`src/rtl/bank_access_arbiter.sv`:
```
// bank_access_arbiter: arbitrates two read and two write clients onto one dual-port feature-map bank.
// Optional macro RAW_BYPASS_EN forwards same-cycle same-address write data to the read return.
// Revision: 1.0
`default_nettype none

module bank_access_arbiter #(
  parameter int ADDR_WIDTH = 13,
  parameter int DATA_WIDTH = 8,
  parameter int DATA_DEPTH = 1024
) (
  input  logic                  clk,
  input  logic                  rst_n,
  input  logic                  load_start,
  input  logic                  load_done,
  output logic                  busy_load,
  output logic [ADDR_WIDTH:0]   ld_count,
  output logic                  addr_err,
  input  logic                  ld_wr_req,
  input  logic [ADDR_WIDTH-1:0] ld_wr_addr,
  input  logic [DATA_WIDTH-1:0] ld_wr_data,
  output logic                  ld_wr_gnt,
  input  logic                  wb_wr_req,
  input  logic [ADDR_WIDTH-1:0] wb_wr_addr,
  input  logic [DATA_WIDTH-1:0] wb_wr_data,
  output logic                  wb_wr_gnt,
  input  logic                  rd0_req,
  input  logic [ADDR_WIDTH-1:0] rd0_addr,
  output logic                  rd0_gnt,
  output logic                  rd0_valid,
  output logic [DATA_WIDTH-1:0] rd0_data,
  input  logic                  rd1_req,
  input  logic [ADDR_WIDTH-1:0] rd1_addr,
  output logic                  rd1_gnt,
  output logic                  rd1_valid,
  output logic [DATA_WIDTH-1:0] rd1_data,
  output logic                  mem_csen,
  output logic                  mem_rdena,
  output logic [ADDR_WIDTH-1:0] mem_addr_a,
  input  logic [DATA_WIDTH-1:0] mem_data_a,
  output logic                  mem_wrenb,
  output logic [ADDR_WIDTH-1:0] mem_addr_b,
  output logic [DATA_WIDTH-1:0] mem_data_b
);

  localparam logic [ADDR_WIDTH:0] DEPTH  = DATA_DEPTH[ADDR_WIDTH:0];
  localparam logic [ADDR_WIDTH:0] LD_MAX = {1'b1, {ADDR_WIDTH{1'b0}}};

  typedef enum logic [0:0] {RUN = 1'b0, LOAD = 1'b1} mode_t;

  mode_t                 mode;
  logic                  rr;          // 0 selects rd0, 1 selects rd1
  logic                  ret0, ret1, ret_oor;
  logic                  run;
  logic                  rd_gnt, wr_gnt, rd_oor, wr_oor;
  logic [ADDR_WIDTH-1:0] rd_addr, wr_addr;
  logic [DATA_WIDTH-1:0] wr_data, rd_word;

  always_comb begin
    run        = (mode == RUN);
    rd0_gnt    = run & rd0_req & (~rd1_req | ~rr);
    rd1_gnt    = run & rd1_req & (~rd0_req | rr);
    ld_wr_gnt  = ~run & ld_wr_req;
    wb_wr_gnt  = run & wb_wr_req;
    rd_gnt     = rd0_gnt | rd1_gnt;
    wr_gnt     = ld_wr_gnt | wb_wr_gnt;
    rd_addr    = rd1_gnt ? rd1_addr : rd0_addr;
    wr_addr    = ld_wr_gnt ? ld_wr_addr : wb_wr_addr;
    wr_data    = ld_wr_gnt ? ld_wr_data : wb_wr_data;
    rd_oor     = ({1'b0, rd_addr} >= DEPTH);
    wr_oor     = ({1'b0, wr_addr} >= DEPTH);
    // Out-of-range requests are granted but never reach the bank.
    mem_rdena  = rd_gnt & ~rd_oor;
    mem_wrenb  = wr_gnt & ~wr_oor;
    mem_csen   = mem_rdena | mem_wrenb;
    mem_addr_a = mem_rdena ? rd_addr : '0;
    mem_addr_b = mem_wrenb ? wr_addr : '0;
    mem_data_b = mem_wrenb ? wr_data : '0;
  end

  always_ff @(posedge clk or negedge rst_n) begin
    if (!rst_n) begin
      mode     <= RUN;
      rr       <= 1'b0;
      ld_count <= '0;
      addr_err <= 1'b0;
      ret0     <= 1'b0;
      ret1     <= 1'b0;
      ret_oor  <= 1'b0;
    end else begin
      case (mode)
        RUN:  if (load_start) mode <= LOAD;
        LOAD: if (load_done)  mode <= RUN;
        default: mode <= RUN;
      endcase
      if (run && load_start)
        ld_count <= '0;
      else if (ld_wr_gnt && ld_count != LD_MAX)
        ld_count <= ld_count + 1'b1;
      if (rd0_gnt)
        rr <= 1'b1;
      else if (rd1_gnt)
        rr <= 1'b0;
      addr_err <= addr_err | (rd_gnt & rd_oor) | (wr_gnt & wr_oor);
      ret0     <= rd0_gnt;
      ret1     <= rd1_gnt;
      ret_oor  <= rd_gnt & rd_oor;
    end
  end

`ifdef RAW_BYPASS_EN
  logic                  byp_hit;
  logic [DATA_WIDTH-1:0] byp_data;

  always_ff @(posedge clk or negedge rst_n) begin
    if (!rst_n) begin
      byp_hit  <= 1'b0;
      byp_data <= '0;
    end else begin
      byp_hit <= mem_rdena & mem_wrenb & (mem_addr_a == mem_addr_b);
      if (mem_rdena && mem_wrenb && mem_addr_a == mem_addr_b)
        byp_data <= mem_data_b;
    end
  end

  assign rd_word = ret_oor ? '0 : (byp_hit ? byp_data : mem_data_a);
`else
  assign rd_word = ret_oor ? '0 : mem_data_a;
`endif

  assign busy_load = (mode == LOAD);
  assign rd0_valid = ret0;
  assign rd1_valid = ret1;
  assign rd0_data  = ret0 ? rd_word : '0;
  assign rd1_data  = ret1 ? rd_word : '0;

endmodule

`default_nettype wire

```
`config.mk`:
```
export PLATFORM = sky130hd
export DESIGN_NAME = bank_access_arbiter
export DESIGN_NICKNAME = d
export VERILOG_FILES = /design/src/rtl/bank_access_arbiter.sv
export SDC_FILE = /design/constraint.sdc
export NUM_CORES = 1
export LEC_CHECK = 0
export CAP_MARGIN = 0
export CORE_ASPECT_RATIO = 1.75
export CORE_MARGIN = 3
export CORE_UTILIZATION = 33
export DETAILED_ROUTE_END_ITERATION = 8
export GPL_TIMING_DRIVEN = 1
export MAX_ROUTING_LAYER = met4
export PLACE_DENSITY = 0.87
export SETUP_SLACK_MARGIN = 0.05
export SKIP_LAST_GASP = 1
export SYNTH_ARGS = -nofsm -noshare
export SYNTH_HDL_FRONTEND = slang
export SYNTH_SLANG_ARGS = --single-unit
```
`constraint.sdc`:
```
create_clock -name clk -period 3.5 [get_ports clk]
set_input_delay 0.7 -clock clk [delete_from_list [all_inputs] [get_ports clk]]
set_output_delay 0.7 -clock clk [all_outputs]
set_load 0.01 [all_outputs]
```
# Word level (Yosys, flattened, before mapping)
# Cells that the tools add are included.
dict set report classes {
  n_reduce_logical 4
  mux 16
  n_bitwise 23
  order_cmp 2
  addsub 1
  n_eq_ne 1
}
# operator count
set op_table {}
lappend op_table {{two-way mux 13 bit} 4}
lappend op_table {{two-way mux 8 bit} 5}
lappend op_table {{two-way mux 14 bit} 2}
lappend op_table {{>= comparator 13 x 11 -> 1 bit, second input constant} 2}
lappend op_table {{adder 14 x 1 -> 14 bit, second input constant} 1}
lappend op_table {{!= test 14 bit, second input constant} 1}
lappend op_table {{AND 1 bit} 10}
lappend op_table {{bitwise OR 1 bit} 7}
lappend op_table {{NOT 1 bit} 6}
lappend op_table {{two-way mux 1 bit} 4}
lappend op_table {{nonzero test 2 bit} 2}
lappend op_table {{logical AND 1 bit} 2}
lappend op_table {{one-hot mux 1 bit (2 select lines)} 1}
dict set report word_totals {
  regBits 20
  word_cells 54
  out_inout_bits 75
}

# Longest topological paths before layout
dict set report depth {
  depth_word 8
  ltp_mapped 6
}

# Worst setup path before layout
# OpenSTA, ideal clock, no wires.
dict set report synth_path {
  kind {input port to output port}
  from {input port rd1_req}
  to {output port mem_addr_a[2]}
  path_stages 5
  required_time_ns 2.800
  slack_ns 1.115
  t_arrival_ns 1.685
  path_cell_list {nor2b_1 a2111oi_2 o21ai_1 buf_2 nor2_1}
}
dict set report synth_between {
  elab_chain_cells 7
  word_cells_on_any_way 11
  classes_between {order compare: 1; mux: 2; bitwise: 8}
}
# element line_no
set synth_lines {}
lappend synth_lines {{from (decl)} 31} ;# input logic rd1_req,
lappend synth_lines {{AND 1 bit (2 in a row)} 61} ;# rd1_gnt = run & rd1_req & (~rd0_req | rr);
lappend synth_lines {{two-way mux 13 bit} 66} ;# rd_addr = rd1_gnt ? rd1_addr : rd0_addr;
lappend synth_lines {{>= comparator 13 x 11 -> 1 bit} 69} ;# rd_oor = ({1'b0, rd_addr} >= DEPTH);
lappend synth_lines {{NOT 1 bit} 72} ;# mem_rdena = rd_gnt & ~rd_oor;
lappend synth_lines {{AND 1 bit} 72}
lappend synth_lines {{two-way mux 13 bit *} 75} ;# mem_addr_a = mem_rdena ? rd_addr : '0;
lappend synth_lines {{to (decl)} 38} ;# output logic [ADDR_WIDTH-1:0] mem_addr_a,
# Every way passes the cells marked *; elsewhere a longest branch is shown, timed or not.

# Worst setup path after layout
# Ends and elaborated chain as after synthesis.

==> results.tsv <==
stage	metric	value	unit
grt	grt_util_met2	43.3	%
floorplanning	dieArea	0.00600	mm^2
placement	dp_slack	0.0566	ns
placement	io_buffer_count	152	
power	p_per_area	250	mW/mm^2
clock_tree	clock-sinks	20	
placement	place_hpwl	5530	um
grt	antenna_found_initial	0	
sta	tns	0	ns
routing	wl	6690	um
layout	design_area	0.00329	mm^2
synth	seq_area_frac_synth	29.9	%
worst_setup_path	startpoint_type	input port	
clock_tree	clockRootBuffer	clkbuf_8	
worst_setup_path	cp.required	2.80	ns
synth	synth_cells	224	
routing	drt-initial-drc-count	69	
layout	area_delta_synth_final	96.8	%
worst_setup_path	worstRegToRegCells	5	
sta	maxSlewHeadroom	40.8	%
worst_setup_path	crit_type	in2out	
sta	setup_slack	0.141	ns
sta	clock_skew	0.00166	ns
grt	grt.overflow.total	0	
grt	grt_pass1_wl	10100	um
synth	yosys_warnings	0	
layout	drive_above_1_share	4.84	%
synth	syn_area	0.00167	mm^2
synth	synth.distinct_cells	43	
placement	gp_congestion	0.820	
grt	grt_max_degree	25	
worst_setup_path	path_max_fanout	11	
floorplanning	die_w	59.8	um
synth	avgSynthCellArea	7.47	um^2
power	power	823	uW
grt	top_usage_layer	met2	
sta	fin_crit_sh	96.0	%
synth	synth_compound_area_share	14.1	%
clock_tree	cts_max_path_buffers	2	
routing	viasPerCell	5.12	
floorplanning	initial_core_util	35.0	%
run	maxCapViolCount	0	
sta	period_minus_slack	3.36	ns
grt	grt_usage	22.2	%
worst_setup_path	critical_path_arrival	2.66	ns
synth	synthArstFlopShare	100	%
status	status	finished, final reports clean	
synth	synth_top_area_share	29.9	%
synth	synthXorXnorAreaFrac	2.62	%
worst_setup_path	crit_path_end_kind	output port	
grt	use_met3	3.60	%
clock_tree	cts-buffers-inserted	3	
layout	fillers	382	
layout	final_util	68.8	%
floorplanning	num_rows	33	
worst_setup_path	regToRegSetupSlack	1.61	ns
sta	rsz0062_at_grt	yes	
synth	synth_area_leaders	dfrtp_1, nand2_1, mux2i_1	
synth	synth_top_area_cell	dfrtp_1	
floorplanning	core	0.00479	mm^2
routing	vias	2171	
synth	synth-simple-area-share	34.1	%
clock_tree	htreeDepth	1	
layout	nets	459	
grt	grt_pass1_vias	2113	
floorplanning	die_h	100	um
synth	synth_mux_area_share	9.04	%
routing	drt-wirelength-per-cell	15.8	um
synth	synth-edff-count	0	
min_path	holdCritPathClass	reg2reg	
synth	ys_ff_latch	20	
clock_tree	clock_latency	0.26	ns
worst_setup_path	rr_endpoint	ld_count[9]	
sta	drv_slew	0	
worst_setup_path	worstSetupStartpoint	rd1_req	
layout	diodes	0	
synth	synth_ff_type	dfrtp_1	
worst_setup_path	timing.rr.start	busy_load	
sta	fmax	0.298	GHz
power	leakage	1.48	nW
grt	globalRouteMet1Util	21.0	%
clock_tree	tritoncts	done	
placement	placed_area	0.00321	mm^2
sta	final_hold_viol_count	0	
synth	synth_top_family_by_area	simple AND/OR/NAND/NOR gates	
power	ir_worst_vdd	0.000269	V
sta	tightestPinTransition	0.886	ns
sta	setup-violations-final	0	
floorplanning	num_io_pins	159	
clock_tree	postCtsHoldBufs	0	
worst_setup_path	endpoint	mem_addr_a[2]	
clock_tree	clk_pin_slew	0.07	ns
synth	synth_fa_ha_area_share	1.49	%
routing	dr.pass1.iters	4	
routing	drc	0	
routing	final_antenna_net_count	0	
[through the flow]
step                hold slack, ns  cells
detailed placement           0.459    420
global placement             0.455    420
floorplan                    0.404    229
finish                       0.469    424
CTS                          0.479    424
global route                 0.516    424
[kinds of logic after synthesis]
kind of cell | count (synthesis)
flops | 20
simple gates | 117
buf+inv | 28
other cells | 1
fa+ha+maj | 2
xor+xnor | 5
compound gates | 36
mux | 15
[metal layers]
metal	share of wire [%]	routed length (um)	vias up
met1	32	2160	993
met4	2.0	137	0
met5	0	0	-
li1	-	-	1039
met2	56	3760	123
met3	9.4	632	16
[Yosys cell counts, types with 3 or more instances]
library cell	n
and2_1	14
buf_4	6
nor3_1	4
nand4_1	4
dfrtp_1	20
mux2i_1	14
clkbuf_1	3
a21oi_1	21
nand2_1	48
xnor2_1	4
nor2b_1	4
nor2_1	23
buf_2	7
inv_1	10
nand3_1	5
[power by group]
group / total [mW] / leakage, nW / switching [mW] / internal [mW]
logic: 0.367 / 1.19 / 0.152 / 0.215
clock network: 0.175 / 0.0288 / 0.0746 / 0.100
registers: 0.281 / 0.264 / 0.0301 / 0.250
[worst min-delay path by stage]
stage	startpoint	endpoint	cells after the start
after floorplan	rst_n	addr_err	0
after global placement	addr_err	addr_err	1
after detailed placement	addr_err	addr_err	1
after CTS	addr_err	addr_err	1
after global routing	addr_err	addr_err	1
final	addr_err	addr_err	1
[registers in the layout (all words and copies together), names as in the netlist]
signal	count
ld_count	14
addr_err	1
busy_load	1
rd0_valid	1
rd1_valid	1
ret_oor	1
rr	1
[placed cells by master, fill, tap and decap left out, drive strengths merged, types with 2 or more instances in the layout]
master         synthesis  final
xnor2                  4      4
ha                     2      2
buf                   15      5
clkdlybuf4s50          0    148
nand2                 48     48
mux2i                 14     14
o21ai                  3      3
nand4                  4      4
nor2b                  4      4
conb                   1      6
a21oi                 21     21
nor2                  23     23
or3                    2      2
clkbuf                 3      4
a2111oi                2      2
nor4                   2      2
dlymetal6s2s           0      4
and2                  14     14
o211ai                 2      2
inv                   10     10
nand3                  5      5
nand2b                 4      4
dfrtp                 20     20
nor3                   4      4
and3b                  2      2
[what timing repair did]
item,4_1_cts,5_1_grt
setup buffers,0,0
endpoints found under the setup margin,0,11
gates resized for setup,0,7
[layout make-up]
class | instances | area, um^2 | area share (%)
multi-input combinational | 181 | 1070 | 32.4
tap | 52 | 65.1 | 1.97
inverter | 10 | 37.5 | 1.14
timing repair buffer | 157 | 1570 | 47.6
clock buffer | 4 | 55.1 | 1.67
sequential | 20 | 500 | 15.2
[critical path, stage by stage]
cell	delay (ns)
clkdlybuf4s50_1	0.44
nor2b_2	0.20
a2111oi_4	0.36
o21ai_2	0.11
buf_4	0.18
nor2_1	0.11
clkdlybuf4s50_1	0.55
(Power assumes the default switching activity.)
